==> src/rtl/tinisoc_pkg.sv <==
// Shared TiniSOC constants and the fetch-entry record used by the fetch stage.
package tinisoc_pkg;

  // First PC fetched after reset.
  localparam logic [31:0] RESET_PC = 32'h0000_0000;

  // srli r0,r0,0 : harmless filler presented whenever no real word is ready.
  localparam logic [31:0] NOP_WORD = 32'h4000_0009;

  // Prefetch queue entries; also the cap on buffered plus outstanding fetches.
  localparam int unsigned FETCH_DEPTH = 2;

  // One buffered instruction together with the PC it was fetched from.
  typedef struct packed {
    logic [31:0] pc;
    logic [31:0] instr;
  } fetch_entry_t;

endpackage

==> src/rtl/ifetch_unit_if.sv <==
// Instruction-memory request/ready plus rvalid bus between the fetch stage and memory.
interface ifetch_unit_if;

  logic [31:0] oIM_addr;
  logic        oIM_req;
  logic        iIM_ready;
  logic        iIM_rvalid;
  logic [31:0] iIM_rdata;

  // The fetch stage drives address/request and consumes ready/response.
  modport master (
    output oIM_addr,
    output oIM_req,
    input  iIM_ready,
    input  iIM_rvalid,
    input  iIM_rdata
  );

  // The memory side sees the mirror image.
  modport slave (
    input  oIM_addr,
    input  oIM_req,
    output iIM_ready,
    output iIM_rvalid,
    output iIM_rdata
  );

endinterface

==> src/rtl/ifetch_unit_fifo.sv <==
// Small synchronous FIFO with flush; a pop and a push in the same cycle are
// legal even when full because the pop frees the head slot first.
module ifetch_fifo #(
  parameter int unsigned WIDTH = 32,
  parameter int unsigned DEPTH = 2
) (
  input  logic                         clock,
  input  logic                         reset,
  input  logic                         flush_i,
  input  logic                         push_i,
  input  logic [WIDTH-1:0]             pushData_i,
  input  logic                         pop_i,
  output logic [WIDTH-1:0]             popData_o,
  output logic [$clog2(DEPTH+1)-1:0]   count_o
);

  localparam int unsigned CW = $clog2(DEPTH + 1);
  localparam int unsigned PW = (DEPTH > 1) ? $clog2(DEPTH) : 1;

  logic [WIDTH-1:0] mem_q [DEPTH];
  logic [PW-1:0]    rdPtr_q, rdPtr_d;
  logic [PW-1:0]    wrPtr_q, wrPtr_d;
  logic [CW-1:0]    count_q, count_d;
  logic             doPop;
  logic             doPush;

  // Pointers wrap explicitly so DEPTH need not be a power of two.
  function automatic logic [PW-1:0] nextPtr(input logic [PW-1:0] ptr);
    return (ptr == PW'(DEPTH - 1)) ? '0 : ptr + PW'(1);
  endfunction

  assign doPop     = pop_i && (count_q != '0);
  assign doPush    = push_i && ((count_q != CW'(DEPTH)) || doPop);
  assign popData_o = mem_q[rdPtr_q];
  assign count_o   = count_q;

  // Next pointer and occupancy values; flush empties the queue outright.
  always_comb begin
    rdPtr_d = rdPtr_q;
    wrPtr_d = wrPtr_q;
    count_d = count_q;
    if (flush_i) begin
      rdPtr_d = '0;
      wrPtr_d = '0;
      count_d = '0;
    end else begin
      if (doPop) begin
        rdPtr_d = nextPtr(rdPtr_q);
      end
      if (doPush) begin
        wrPtr_d = nextPtr(wrPtr_q);
      end
      count_d = count_q + CW'(doPush) - CW'(doPop);
    end
  end

  // Occupancy state, cleared by the synchronous active-low reset.
  always_ff @(posedge clock) begin
    if (!reset) begin
      rdPtr_q <= '0;
      wrPtr_q <= '0;
      count_q <= '0;
    end else begin
      rdPtr_q <= rdPtr_d;
      wrPtr_q <= wrPtr_d;
      count_q <= count_d;
    end
  end

  // Storage needs no reset; the count decides which slots are meaningful.
  always_ff @(posedge clock) begin
    if (doPush && !flush_i) begin
      mem_q[wrPtr_q] <= pushData_i;
    end
  end

endmodule

==> src/rtl/ifetch_unit.sv <==
// TiniSOC instruction-fetch stage: owns the PC, issues in-order fetches, buffers
// returned words, and hands one instruction per cycle to the pipeline register wall.
module ifetch_unit #(
  parameter logic [31:0] RESET_PC = tinisoc_pkg::RESET_PC,
  parameter logic [31:0] NOP_WORD = tinisoc_pkg::NOP_WORD,
  parameter int unsigned DEPTH    = tinisoc_pkg::FETCH_DEPTH
) (
  input  logic          clock,
  input  logic          reset,
  input  logic          iStall,
  input  logic          iRedirect,
  input  logic [31:0]   iRedirect_pc,
  ifetch_unit_if.master im,
  output logic [31:0]   oInstruction,
  output logic [31:0]   oInstruction_pc,
  output logic          oInstruction_valid
);

  localparam int unsigned   CW         = $clog2(DEPTH + 1);
  localparam logic [CW:0]   DepthLimit = (CW + 1)'(DEPTH);

  typedef tinisoc_pkg::fetch_entry_t entry_t;

  // Architectural fetch state.
  logic [31:0]   pc_q, pc_d;
  logic [CW-1:0] outstanding_q, outstanding_d;
  logic [CW-1:0] discard_q, discard_d;

  // Output registers facing decode.
  logic [31:0]   instr_q, instr_d;
  logic [31:0]   instrPc_q, instrPc_d;
  logic          valid_q, valid_d;

  // Queue plumbing.
  logic [CW-1:0] queueCount;
  logic [CW-1:0] tagCount;
  entry_t        queueHead;
  entry_t        queuePush;
  logic [31:0]   tagHead;
  logic [CW:0]   inFlight;
  logic          reqValid;
  logic          reqAccept;
  logic          rspDrop;
  logic          queuePushEn;
  logic          queuePopEn;

  // A new request is only allowed while buffered plus outstanding words leave room,
  // which guarantees every response has a queue slot waiting for it.
  assign inFlight    = {1'b0, queueCount} + {1'b0, outstanding_q};
  assign reqValid    = reset && !iRedirect && (inFlight < DepthLimit);
  assign reqAccept   = reqValid && im.iIM_ready;

  // Responses belonging to a fetch stream abandoned by a redirect are thrown away,
  // including one that lands in the redirect cycle itself.
  assign rspDrop     = iRedirect || (discard_q != '0);
  assign queuePushEn = im.iIM_rvalid && !rspDrop;
  assign queuePopEn  = !iRedirect && !iStall && (queueCount != '0);
  assign queuePush   = '{pc: tagHead, instr: im.iIM_rdata};

  assign im.oIM_addr = pc_q;
  assign im.oIM_req  = reqValid;

  assign oInstruction       = instr_q;
  assign oInstruction_pc    = instrPc_q;
  assign oInstruction_valid = valid_q;

  // Returned words with their PCs, waiting for decode to take them.
  ifetch_fifo #(
    .WIDTH ($bits(entry_t)),
    .DEPTH (DEPTH)
  ) prefetchQueue (
    .clock      (clock),
    .reset      (reset),
    .flush_i    (iRedirect),
    .push_i     (queuePushEn),
    .pushData_i (queuePush),
    .pop_i      (queuePopEn),
    .popData_o  (queueHead),
    .count_o    (queueCount)
  );

  // PCs of accepted requests, in issue order; every response pops one, kept or
  // dropped, so this queue is never flushed by a redirect.
  ifetch_fifo #(
    .WIDTH (32),
    .DEPTH (DEPTH)
  ) tagQueue (
    .clock      (clock),
    .reset      (reset),
    .flush_i    (1'b0),
    .push_i     (reqAccept),
    .pushData_i (pc_q),
    .pop_i      (im.iIM_rvalid),
    .popData_o  (tagHead),
    .count_o    (tagCount)
  );

  // PC, outstanding and discard bookkeeping; a redirect turns everything still in
  // flight (less any response arriving now) into words to be discarded.
  always_comb begin
    pc_d          = pc_q;
    outstanding_d = outstanding_q;
    discard_d     = discard_q;
    if (iRedirect) begin
      pc_d          = iRedirect_pc & ~32'd3;
      outstanding_d = outstanding_q - CW'(im.iIM_rvalid);
      discard_d     = outstanding_q - CW'(im.iIM_rvalid);
    end else begin
      if (reqAccept) begin
        pc_d = pc_q + 32'd4;
      end
      outstanding_d = outstanding_q + CW'(reqAccept) - CW'(im.iIM_rvalid);
      if (im.iIM_rvalid && (discard_q != '0)) begin
        discard_d = discard_q - CW'(1);
      end
    end
  end

  // Output register selection: redirect squashes to NOP, stall holds, otherwise
  // the queue head is taken or a NOP bubble is shown with the old PC kept.
  always_comb begin
    instr_d   = instr_q;
    instrPc_d = instrPc_q;
    valid_d   = valid_q;
    if (iRedirect) begin
      instr_d = NOP_WORD;
      valid_d = 1'b0;
    end else if (!iStall) begin
      if (queueCount != '0) begin
        instr_d   = queueHead.instr;
        instrPc_d = queueHead.pc;
        valid_d   = 1'b1;
      end else begin
        instr_d = NOP_WORD;
        valid_d = 1'b0;
      end
    end
  end

  // State update with synchronous active-low reset back to the boot PC.
  always_ff @(posedge clock) begin
    if (!reset) begin
      pc_q          <= RESET_PC;
      outstanding_q <= '0;
      discard_q     <= '0;
      instr_q       <= NOP_WORD;
      instrPc_q     <= 32'h0000_0000;
      valid_q       <= 1'b0;
    end else begin
      pc_q          <= pc_d;
      outstanding_q <= outstanding_d;
      discard_q     <= discard_d;
      instr_q       <= instr_d;
      instrPc_q     <= instrPc_d;
      valid_q       <= valid_d;
    end
  end

  // Memory must never answer a request that was not made.
  assert property (@(posedge clock) disable iff (!reset)
    im.iIM_rvalid |-> (outstanding_q != '0));

  // Buffered plus in-flight words never exceed the queue capacity.
  assert property (@(posedge clock) disable iff (!reset)
    inFlight <= DepthLimit);

  // Only fetches actually in flight can be marked for discard.
  assert property (@(posedge clock) disable iff (!reset)
    discard_q <= outstanding_q);

  // Every outstanding request owns exactly one PC tag.
  assert property (@(posedge clock) disable iff (!reset)
    tagCount == outstanding_q);

endmodule

==> src/flat_wrapper.sv <==
// flat-port wrapper written by rule: the top's interface ports become plain ports
module ifetch_unit_flat 
#(
  parameter logic [31:0] RESET_PC = tinisoc_pkg::RESET_PC,
  parameter logic [31:0] NOP_WORD = tinisoc_pkg::NOP_WORD,
  parameter int unsigned DEPTH    = tinisoc_pkg::FETCH_DEPTH
)
  (clock, reset, iStall, iRedirect, iRedirect_pc, oInstruction, oInstruction_pc, oInstruction_valid, im_oIM_addr, im_oIM_req, im_iIM_ready, im_iIM_rvalid, im_iIM_rdata);
  ifetch_unit_if im_i ();
  input  logic clock;
  input  logic reset;
  input  logic iStall;
  input  logic iRedirect;
  input  logic [31:0] iRedirect_pc;
  output logic [31:0] oInstruction;
  output logic [31:0] oInstruction_pc;
  output logic oInstruction_valid;
  output wire logic [$bits(im_i.oIM_addr)-1:0] im_oIM_addr;
  output wire logic [$bits(im_i.oIM_req)-1:0] im_oIM_req;
  input wire logic [$bits(im_i.iIM_ready)-1:0] im_iIM_ready;
  input wire logic [$bits(im_i.iIM_rvalid)-1:0] im_iIM_rvalid;
  input wire logic [$bits(im_i.iIM_rdata)-1:0] im_iIM_rdata;
  assign im_oIM_addr = im_i.oIM_addr;
  assign im_oIM_req = im_i.oIM_req;
  assign im_i.iIM_ready = im_iIM_ready;
  assign im_i.iIM_rvalid = im_iIM_rvalid;
  assign im_i.iIM_rdata = im_iIM_rdata;
  ifetch_unit #(.RESET_PC(RESET_PC), .NOP_WORD(NOP_WORD), .DEPTH(DEPTH)) u_core (.clock(clock), .reset(reset), .iStall(iStall), .iRedirect(iRedirect), .iRedirect_pc(iRedirect_pc), .im(im_i), .oInstruction(oInstruction), .oInstruction_pc(oInstruction_pc), .oInstruction_valid(oInstruction_valid));
endmodule
==> config.mk <==
export PLATFORM = sky130hd
export DESIGN_NAME = ifetch_unit_flat
export DESIGN_NICKNAME = d
export VERILOG_FILES = /design/src/rtl/tinisoc_pkg.sv /design/src/rtl/ifetch_unit_if.sv /design/src/rtl/ifetch_unit_fifo.sv /design/src/rtl/ifetch_unit.sv /design/src/flat_wrapper.sv
export SDC_FILE = /design/constraint.sdc
export NUM_CORES = 1
export LEC_CHECK = 0
export CORE_MARGIN = 2
export CORE_UTILIZATION = 40
export CTS_CLUSTER_SIZE = 14
export DETAILED_ROUTE_END_ITERATION = 16
export DONT_BUFFER_PORTS = 1
export PLACE_DENSITY = 0.57
export SKIP_CTS_REPAIR_TIMING = 1
export SYNTH_ARGS = -nofsm -noshare
export SYNTH_HDL_FRONTEND = slang
export SYNTH_SLANG_ARGS = --single-unit
==> constraint.sdc <==
create_clock -name clock -period 10.2 [get_ports clock]
set_input_delay 1.02 -clock clock [delete_from_list [all_inputs] [get_ports clock]]
set_output_delay 1.02 -clock clock [all_outputs]
set_load 0.02 [all_outputs]
==> results of run 1 <==
==> kinds of logic after synthesis <==
family / after synthesis / synth area share
flops: 291 / 0.681
mux: 97 / 0.0902
buf+inv: 59 / 0.0247
simple gates: 227 / 0.0961
compound gates: 121 / 0.0722
xor+xnor: 33 / 0.0257
fa+ha+maj: 8 / 0.00956
other cells: 1 / 0.000333
==> cell type report <==
type	instances	share of cell area
inverters	11	0.00325
repair buffers	10	0.00590
well taps	378	0.0372
flip-flops and latches	291	0.603
clock buffers	37	0.0651
clock inverters	21	0.0214
multi-input cells	490	0.264
==> cells in the mapped netlist <==
cell / count
clkbuf_1: 29
o211ai_1: 3
nor4_1: 5
inv_1: 10
nor4_4: 2
nand2_1: 66
nand2_2: 1
a211o_1: 1
nor2_1: 74
o21ai_0: 27
o21a_1: 2
buf_4: 8
nand4_1: 18
nand3_1: 19
o211a_1: 34
mux2_2: 35
dlymetal6s2s_1: 1
or3b_4: 1
and2_1: 18
fa_1: 1
ha_1: 7
edfxtp_1: 184
a22o_1: 3
nand3b_1: 1
a21boi_0: 2
buf_1: 3
and3_1: 5
dfxtp_1: 107
nor2b_1: 3
nand2b_1: 5
mux2i_1: 62
o22ai_1: 3
o21ai_1: 1
buf_2: 6
conb_1: 1
clkbuf_8: 1
clkinv_1: 1
a21oi_1: 45
xor2_1: 17
xnor2_1: 16
nor3b_1: 2
nand3_2: 1
nor3_1: 6
==> through the flow <==
stage | hold slack [ns] | area, um^2 | setup WS, ns
6_report | 0.559 | 12700 | 6.89
5_1_grt | 0.530 | 12700 | 6.62
4_1_cts | 0.530 | 12700 | 6.83
3_5_place_dp | 0.547 | 11600 | 6.57
3_3_place_gp | 0.544 | 11600 | 6.57
2_1_floorplan | 0.521 | 11300 | 5.80
==> power by group through the flow <==
stage / logic [W] / registers, W / clock network [W]
after floorplan: 0.000105 / 0.00136 / 0
after global placement: 0.000120 / 0.00137 / 0
after detailed placement: 0.000121 / 0.00137 / 0
after CTS: 0.000122 / 0.00135 / 0.00122
after global routing: 0.000136 / 0.00135 / 0.00126
final: 0.000120 / 0.00135 / 0.00118
==> per-layer routing <==
| metal | wire length (um) | part of all wire |
|---|---|---|
| met3 | 2150 | 0.092 |
| met4 | 412 | 0.018 |
| met1 | 9560 | 0.41 |
| met5 | 13 | 0.00056 |
| met2 | 11300 | 0.48 |
==> layout by cell type (no fill, tap or decap), types with 2 or more instances in the layout <==
| master | instances |
|---|---|
| nand4_1 | 18 |
| mux2i_1 | 62 |
| clkinv_1 | 3 |
| bufinv_16 | 6 |
| a22o_1 | 3 |
| dfxtp_1 | 106 |
| conb_1 | 4 |
| clkbuf_1 | 3 |
| and2_1 | 18 |
| a21boi_0 | 2 |
| nand3_1 | 19 |
| clkbuf_8 | 3 |
| a21oi_1 | 45 |
| o211a_1 | 34 |
| clkinv_2 | 7 |
| xnor2_1 | 16 |
| nor2b_1 | 3 |
| and3_1 | 5 |
| clkinvlp_4 | 2 |
| mux2_2 | 35 |
| nor3b_1 | 2 |
| edfxtp_1 | 184 |
| nor2_4 | 3 |
| nand2b_1 | 5 |
| nor4_1 | 5 |
| nand2_1 | 66 |
| clkinv_4 | 2 |
| nor3_1 | 5 |
| inv_1 | 10 |
| o21a_1 | 2 |
| nor2_1 | 71 |
| ha_1 | 7 |
| inv_6 | 2 |
| nor4_4 | 2 |
| clkbuf_16 | 31 |
| xor2_1 | 17 |
| o21ai_0 | 27 |
| buf_4 | 10 |
| o211ai_1 | 3 |
| o22ai_1 | 3 |
==> registers in the layout (all words and copies together), names as in the netlist, 2 cells and up, named ones only <==
name and cells:
u_core.oInstruction_pc 30, u_core.oInstruction 32, u_core.tagQueue.count_o 2, u_core.discard_q 2, u_core.prefetchQueue.count_o 2, u_core.tagQueue.mem_q 60
u_core.im.oIM_addr 30, u_core.outstanding_q 2, u_core.prefetchQueue.mem_q 124
==> how the worst min path moves through the flow <==
stage                                                    from                                     endpoint  slack [ns]
detailed placement      u_core.tagQueue.mem_q[1][4]$_DFFE_PP_  u_core.prefetchQueue.mem_q[0][36]$_DFFE_PP_        0.55
global placement        u_core.tagQueue.mem_q[1][3]$_DFFE_PP_  u_core.prefetchQueue.mem_q[0][35]$_DFFE_PP_        0.54
finish                                        im_iIM_rdata[1]   u_core.prefetchQueue.mem_q[1][1]$_DFFE_PP_        0.56
global route                                 im_iIM_rdata[30]  u_core.prefetchQueue.mem_q[1][30]$_DFFE_PP_        0.53
CTS                                           im_iIM_rdata[0]   u_core.prefetchQueue.mem_q[0][0]$_DFFE_PP_        0.53
floorplan           u_core.prefetchQueue.wrPtr_q$_SDFFE_PP0P_    u_core.prefetchQueue.wrPtr_q$_SDFFE_PP0P_        0.52
==> impl_metrics.csv, run 1 <==
group,metric,value,unit
power_and_ir_drop,combPwrFrac,0.045,
sta,drv_slew,0,
global_routing,grt_max_degree,72,
power_and_ir_drop,p_per_area,208,nW/um^2
layout,fin_cells,1238,
worst_setup_path,r2r-end,"u_core.tagQueue.mem_q[0][4]$_DFFE_PP_",
yosys,yosysTopAreaCell,"edfxtp_1",
placed_design,dp_cells,1180,
drt,routed_wl,23400,um
placed_design,io_buffer_count,0,
layout,area_growth,13.0,%
clocking,cts_tree,"built",
layout,antenna-diode-count,0,
power_and_ir_drop,p_leak,4.55,nW
hold_path,min_path_cells,0,
sta,finClkSkew,0.0184,ns
worst_setup_path,crit_path_end,"im_oIM_req",
global_routing,grt_pass1_wl,35700,um
clocking,clockBufferDepth,3,
clocking,clock_latency,0.56,ns
sta,hold_viol_final,0,
worst_setup_path,cp-end-kind,"output pin",
worst_setup_path,critical_path.top_delay_family,"simple AND/OR/NAND/NOR gates",
die,row_count,61,
sta,finalSetupViolations,0,
sta,fmax,302,MHz
die,num_io_pins,168,
drt,viasPerCell,5.19,
worst_setup_path,path_depth,3,
layout,fin_nets,913,
worst_setup_path,r2r_slack,6.93,ns
worst_setup_path,rr_worst_depth,7,
sta,finalCritPeriodShare,0.324,
die,start_util,0.406,
flow_run,maxCapViolations,0,
yosys,synth_top_cell_area_share,0.491,
yosys,synth_cell_type_count,43,
layout,multi_input_area,3360,um^2
worst_setup_path,critPathLaunch,"u_core.prefetchQueue.count_o[0]$_SDFF_PP0_",
die,die_w,172,um
yosys,netlist_area,11300,um^2
global_routing,grt.busiest_layer,"met2",
power_and_ir_drop,p_int,0.00208,W
layout,drive_gt1_frac,0.127,
worst_setup_path,r2r_start,"u_core.prefetchQueue.count_o[0]$_SDFF_PP0_",
die,design.core.area,27700,um^2
worst_setup_path,worstPathCellList,"and2_1 -> fa_1 -> nor3_1",
outcome,run_status,"completed",
global_routing,grt_pass1_vias,6192,
die,dieArea,29500,um^2
worst_setup_path,crit_required,9.18,ns
yosys,yosys_warnings,0,
worst_setup_path,cpMaxStageDelayCell,"nor3_1",
die,fp.dieH,172,um
worst_setup_path,critPathMaxFanout,4,
global_routing,met1_usage,0.190,
worst_setup_path,slowest_delay,0.71,ns
global_routing,antenna_found_initial,1,
layout,fillCellCount,2471,
global_routing,grt_use_met2,0.272,
worst_setup_path,timing.critical_path.buf_inv,0,
yosys,synth-seq-cells,291,
clocking,clockRootBuffer,"clkbuf_16",
power_and_ir_drop,switchingPower,0.000567,W
worst_setup_path,critPathKind,"register to output pin",
yosys,synth_area_leaders,"edfxtp_1 49%, dfxtp_1 19%, mux2i_1 5.5%, mux2_2 3.5%, o211a_1 3.0%",
sta,max_slew_margin,0.270,
global_routing,grt_util_met3,0.0502,
global_routing,grt_usage,0.157,
worst_setup_path,crit_arrival,2.29,ns
drt,post-route-drc-count,0,
sta,period_needed,3.31,ns
clocking,cts_made_buffers,31,
yosys,avgSynthCellArea,13.4,um^2
yosys,synthCells,837,
power_and_ir_drop,swShare,0.214,
global_routing,grt_overflow,0,
hold_path,hp-class,"input port to register",
worst_setup_path,worstSetupStartpointType,"register",
placed_design,dpl.hpwl,14600,um
sta,grt_setup_unrepaired,"false",
placed_design,gp_congestion,0.719,
power_and_ir_drop,vdd_drop_max,0.104,mV
power_and_ir_drop,p_total,0.00265,W
clocking,cts_sinks,291,
power_and_ir_drop,seqPwrFrac,0.508,
sta,tightest_slew,1.09,ns
layout,seqCellArea,7670,um^2
drt,ant_nets,0,
clocking,htree_levels,1,
drt,firstDrtPassIters,4,
drt,drt_iter0_drc,405,
drt,post_drt_wl_per_cell,18.9,um
yosys,seq_area_frac_synth,0.681,
clocking,path_clk_slew,0.06,ns
power_and_ir_drop,clockPowerShare,0.447,
layout,fin_util,0.459,
sta,finalSetupTns,0,ns
drt,vias,6431,
Note: power is estimated with default switching activity, not from simulation.
==> run 2: changes to the inputs <==
==> constraint.sdc (replaced) <==
create_clock -name clock -period 3.1 [get_ports clock]
set_input_delay 0.31 -clock clock [delete_from_list [all_inputs] [get_ports clock]]
set_output_delay 0.31 -clock clock [all_outputs]
set_load 0.02 [all_outputs]
==> run 2 against run 1 <==
Against the previous run:
- the flow now finishes with violations (negative hold slack)
- die area did not move
- final area is 5.2% higher
- flip-flop and latch count unchanged
- combinational power grew to 4.5 times the previous value
- clock skew fell by 0.0023 ns
- power rose to 3.2 times the previous value
- first-iteration DRC count shrank 11%
- final cell count up 6.0%
- non-clock buffer count is 74 higher
- largest power group unchanged
==> impl_metrics.csv, run 2 (synthesis gave the netlist of run 1 again) <==
group,metric,value,unit
outcome,run_status,"finished with violations",
outcome,failed_checks,"negative hold slack",
layout,final_common_cell,"edfxtp_1",
power_and_ir_drop,vdd_drop_max,0.361,mV
drt,post-route-drc-count,0,
clocking,htree_levels,1,
sta,tightest_slew,0.681,ns
sta,finalWorstSetupSlack,0.164,ns
worst_setup_path,worstPathCellList,"and2_1 -> fa_1 -> or3b_4 -> nor2_1 -> buf_4 -> nand3_1 -> xnor2_1 -> o211a_1 -> dlygate4sd3_1",
sta,drv_slew,0,
die,row_count,61,
placed_design,dp_slack,0.392,ns
drt,vias,6708,
layout,layout_common_cells,"184 x edfxtp_1, 106 x dfxtp_1, 71 x nor2_1",
sta,hold_viol_final,3,
drt,routed_wl,24600,um
drt,ant_nets,0,
worst_setup_path,rr_worst_depth,9,
worst_setup_path,critPathKind,"register to register",
global_routing,grt_overflow,0,
placed_design,dpl.hpwl,14800,um
worst_setup_path,worstSetupStartpointType,"register",
global_routing,grt_max_degree,72,
drt,firstDrtPassIters,7,
global_routing,grt_pass1_wl,35800,um
power_and_ir_drop,p_per_area,639,nW/um^2
clocking,clockBufferDepth,3,
layout,largest_reg_flops,124,
placed_design,gp_congestion,0.736,
die,num_io_pins,168,
sta,max_slew_margin,0.544,
global_routing,antenna_found_initial,0,
drt,viasPerCell,5.11,
clocking,clock_latency,0.56,ns
worst_setup_path,timing.critical_path.buf_inv,2,
hold_path,min_path_cells,2,
sta,grt_setup_unrepaired,"false",
die,fp.dieH,172,um
global_routing,grt_pass1_vias,6276,
worst_setup_path,cp-end-kind,"register",
worst_setup_path,critical_path.top_delay_family,"simple AND/OR/NAND/NOR gates",
drt,drt_iter0_drc,361,
worst_setup_path,crit_required,3.54,ns
sta,holdWs,-0.0207,ns
worst_setup_path,critPathMaxFanout,7,
power_and_ir_drop,p_leak,4.84,nW
layout,fin_cells,1312,
layout,drive_gt1_frac,0.124,
layout,top_register,"u_core.prefetchQueue.mem_q",
clocking,clockRootBuffer,"clkbuf_16",
sta,finalSetupTns,0,ns
worst_setup_path,path_depth,9,
layout,fillCellCount,2459,
clocking,path_clk_slew,0.06,ns
sta,finalCritPeriodShare,0.947,
drt,post_drt_wl_per_cell,18.8,um
layout,fin_util,0.483,
flow_run,maxCapViolations,0,
layout,antenna-diode-count,0,
die,start_util,0.406,
sta,finClkSkew,0.0161,ns
die,die_w,172,um
die,design.core.area,27700,um^2
placed_design,io_buffer_count,0,
clocking,cts_tree,"built",
die,dieArea,29500,um^2
layout,fin_nets,987,
sta,fmax,341,MHz
sta,finalSetupViolations,0,
worst_setup_path,crit_arrival,3.37,ns
placed_design,dp_cells,1195,
layout,area_growth,18.9,%
hold_path,hp-class,"input port to register",
clocking,cts_sinks,291,
global_routing,grt_usage,0.157,
worst_setup_path,cpMaxStageDelayCell,"dlygate4sd3_1",
clocking,cts_made_buffers,31,
sta,period_needed,2.94,ns
worst_setup_path,slowest_delay,0.55,ns
## run 2: final cells by class
class                           count  area (um^2)  area share
Clock inverter                     14          151      0.0113
Clock buffer                       44          845      0.0631
Inverter                           11         41.3     0.00309
Multi-Input combinational cell    490         3360       0.252
Timing Repair Buffer               84          831      0.0621
Sequential cell                   291         7670       0.573
Tap cell                          378          473      0.0354
## run 2: path summary, 6_finish.rpt
kind,to,slack (ns),from
max,u_core.im.oIM_addr[13]$_SDFFE_PN0P_,0.16,u_core.prefetchQueue.count_o[0]$_SDFF_PP0_
min,u_core.im.oIM_addr[24]$_SDFFE_PN0P_,-0.02,reset
max reg2reg,u_core.im.oIM_addr[13]$_SDFFE_PN0P_,0.16,u_core.prefetchQueue.count_o[0]$_SDFF_PP0_
min reg2reg,u_core.prefetchQueue.mem_q[0][40]$_DFFE_PP_,0.55,u_core.tagQueue.mem_q[1][8]$_DFFE_PP_
## run 2: per-stage QoR
step	power [W]	area (um^2)
6_report	0.00855	13400
3_5_place_dp	0.00494	11800
5_1_grt	0.00885	13400
2_1_floorplan	0.00482	11300
4_1_cts	0.00855	12800
3_3_place_gp	0.00493	11800
## run 2: metal layers
layer	up-vias	GRT usage	wire, um	share of wire
met3	36	0.0582	1980	0.080
met1	3265	0.188	10500	0.43
met2	209	0.268	11600	0.47
met5	-	0	0	0
li1	3198	-	-	-
met4	0	0.0395	541	0.022
## run 2: report_power, final
| part | internal, W | total, W | switching, W |
|---|---|---|---|
| combinational | 0.000245 | 0.000539 | 0.000294 |
| sequential | 0.00427 | 0.00441 | 0.000134 |
| clock | 0.00214 | 0.00360 | 0.00146 |
## run 2: worst reg2reg max path: stages (launching register included)
cell	delay (ns)
dfxtp_1	0.40
and2_1	0.17
fa_1	0.45
or3b_4	0.47
nor2_1	0.12
buf_4	0.18
nand3_1	0.10
xnor2_1	0.15
o211a_1	0.22
dlygate4sd3_1	0.55
==> run 3: changes to the inputs <==
--- a/config.mk
+++ b/config.mk
@@ -10,7 +10,7 @@
 export CTS_CLUSTER_SIZE = 14
 export DETAILED_ROUTE_END_ITERATION = 16
 export DONT_BUFFER_PORTS = 1
-export PLACE_DENSITY = 0.57
+export PLACE_DENSITY = 0.56
 export SKIP_CTS_REPAIR_TIMING = 1
 export SYNTH_ARGS = -nofsm -noshare
 export SYNTH_HDL_FRONTEND = slang
==> run 3 against run 2 <==
Against the previous run:
- the run still ends with negative hold slack left
- clock-buffer cell count is the same
- critical path depth shrank 2
- sequential power is essentially flat
- first-iteration DRC count shrank 20%
- register-to-register slack gained 0.24 ns
- non-clock buffer count shrank 19
- core utilization shrank 0.15 points
- die area is the same
- worst hold slack gained 0.0099 ns
- setup slack gained 0.24 ns
- highest routed layer unchanged
==> impl_metrics.csv, run 3 (synthesis gave the netlist of run 1 again) <==
group,metric,value,unit
sta,finalCritPeriodShare,0.871,
die,start_util,0.406,
clocking,path_clk_slew,0.06,ns
power_and_ir_drop,p_per_area,658,nW/um^2
clocking,clock_latency,0.51,ns
layout,drive_gt1_frac,0.133,
global_routing,grt_max_degree,72,
layout,area_growth,18.5,%
worst_setup_path,critPathKind,"register to register",
placed_design,dpl_cell_area,11800,um^2
sta,fmax,370,MHz
hold_path,hp-class,"input port to register",
power_and_ir_drop,p_leak,4.82,nW
global_routing,grt_pass1_wl,35200,um
sta,drv_slew,0,
layout,layout_common_cells,"184 x edfxtp_1, 106 x dfxtp_1, 71 x nor2_1",
worst_setup_path,slowest_delay,0.45,ns
outcome,failed_checks,"negative hold slack",
global_routing,grt_overflow,0,
layout,largest_reg_flops,124,
drt,vias,6536,
worst_setup_path,crit_arrival,2.86,ns
sta,period_needed,2.70,ns
clocking,clockBufferDepth,3,
die,fp.dieH,172,um
sta,finalSetupViolations,0,
layout,top_register,"u_core.prefetchQueue.mem_q",
global_routing,antenna_found_initial,2,
power_and_ir_drop,switchingPower,0.00194,W
worst_setup_path,timing.critical_path.buf_inv,1,
worst_setup_path,cp-end-kind,"register",
power_and_ir_drop,seqPwrFrac,0.501,
drt,viasPerCell,5.03,
clocking,cts_tree,"built",
clocking,cts_made_buffers,34,
sta,hold_viol_final,5,
placed_design,dp_cells,1195,
worst_setup_path,critPathMaxFanout,21,
flow_run,maxCapViolations,0,
layout,fin_util,0.481,
layout,fin_nets,971,
sta,grt_setup_unrepaired,"false",
global_routing,grt_usage,0.157,
worst_setup_path,cpMaxStageDelayCell,"fa_1",
power_and_ir_drop,combPwrFrac,0.060,
power_and_ir_drop,vdd_drop_max,0.295,mV
die,die_w,172,um
die,design.core.area,27700,um^2
worst_setup_path,worstSetupStartpointType,"register",
sta,tightest_slew,0.699,ns
placed_design,io_buffer_count,0,
power_and_ir_drop,p_int,0.00684,W
placed_design,dpl.hpwl,14700,um
worst_setup_path,worstPathCellList,"and2_1 -> fa_1 -> nor3b_1 -> nand2_2 -> nor2_1 -> and2_1 -> buf_4",
outcome,run_status,"finished with violations",
clocking,cts_sinks,291,
power_and_ir_drop,swShare,0.221,
layout,fin_cells,1299,
drt,post_drt_wl_per_cell,18.6,um
global_routing,grt_pass1_vias,6047,
layout,finalInstanceArea,13300,um^2
drt,post-route-drc-count,0,
worst_setup_path,crit_top_cell,"and2_1",
drt,drt_iter0_drc,290,
clocking,clockRootBuffer,"clkbuf_16",
layout,final_common_cell,"edfxtp_1",
worst_setup_path,critical_path.top_delay_family,"simple AND/OR/NAND/NOR gates",
placed_design,gp_congestion,0.770,
sta,finClkSkew,0.0223,ns
sta,max_slew_margin,0.533,
drt,ant_nets,0,
worst_setup_path,crit_required,3.26,ns
power_and_ir_drop,clockPowerShare,0.438,
die,num_io_pins,168,
layout,fillCellCount,2440,
sta,finalSetupTns,0,ns
die,dieArea,29500,um^2
drt,firstDrtPassIters,4,
drt,routed_wl,24200,um
die,row_count,61,
sta,holdWs,-0.0108,ns
clocking,htree_levels,2,
==> run 3: cell count changes in the layout (fill, tap and decap cells not counted), sizes merged <==
cell | previous run | this run
dlygate4sd3 | 57 | 38
clkinv | 9 | 13
diode | 0 | 3
bufinv | 3 | 2
==> run 3: stage by stage <==
step	power [W]	setup slack, ns
after global placement	0.00493	0.450
final	0.00878	0.401
after global routing	0.00912	0.209
after floorplan	0.00482	-0.682
after detailed placement	0.00494	0.421
after CTS	0.00882	0.395
==> run 3: routing by layer <==
layer  vias to the layer above  routed length (um)  global-route usage
li1                       3180                   -                   -
met3                        40                2060              0.0626
met4                         0                 551              0.0526
met2                       183               11300               0.254
met5                         -                   0                   0
met1                      3133               10300               0.190
==> run 3: path summary, 6_finish.rpt <==
check	to	cells past startpoint	start	slack [ns]
worst max-delay path	u_core.tagQueue.mem_q[1][15]$_DFFE_PP_	7	u_core.prefetchQueue.count_o[0]$_SDFF_PP0_	0.40
worst min-delay path	u_core.im.oIM_addr[17]$_SDFFE_PN0P_	2	iRedirect_pc[17]	-0.01
worst max register to register	u_core.tagQueue.mem_q[1][15]$_DFFE_PP_	7	u_core.prefetchQueue.count_o[0]$_SDFF_PP0_	0.40
worst min register to register	u_core.prefetchQueue.mem_q[0][46]$_DFFE_PP_	1	u_core.tagQueue.mem_q[0][14]$_DFFE_PP_	0.56
==> run 3: cell type report <==
class,count,area (um^2),share of cell area
sequential,291,7670,0.575
multi-input combinational,490,3360,0.252
clock buffer,44,941,0.0706
timing repair buffer,65,678,0.0509
tap,378,473,0.0355
clock inverter,17,158,0.0118
inverter,11,41.3,0.00310
antenna,3,7.51,0.000563
==> run 3: power by group through the flow <==
stage | clock network, W | registers, W | logic (W)
after floorplan | 0 | 0.00447 | 0.000347
after global placement | 0 | 0.00448 | 0.000453
after detailed placement | 0 | 0.00448 | 0.000458
after CTS | 0.00396 | 0.00440 | 0.000462
after global routing | 0.00412 | 0.00441 | 0.000588
final | 0.00385 | 0.00440 | 0.000531
==> run 3: worst register-to-register path, stage by stage, from the launching register on <==
cell     delay [ns]
dfxtp_1        0.41
and2_1         0.17
fa_1           0.45
nor3b_1        0.40
nand2_2        0.26
nor2_1         0.18
and2_1         0.16
buf_4          0.32
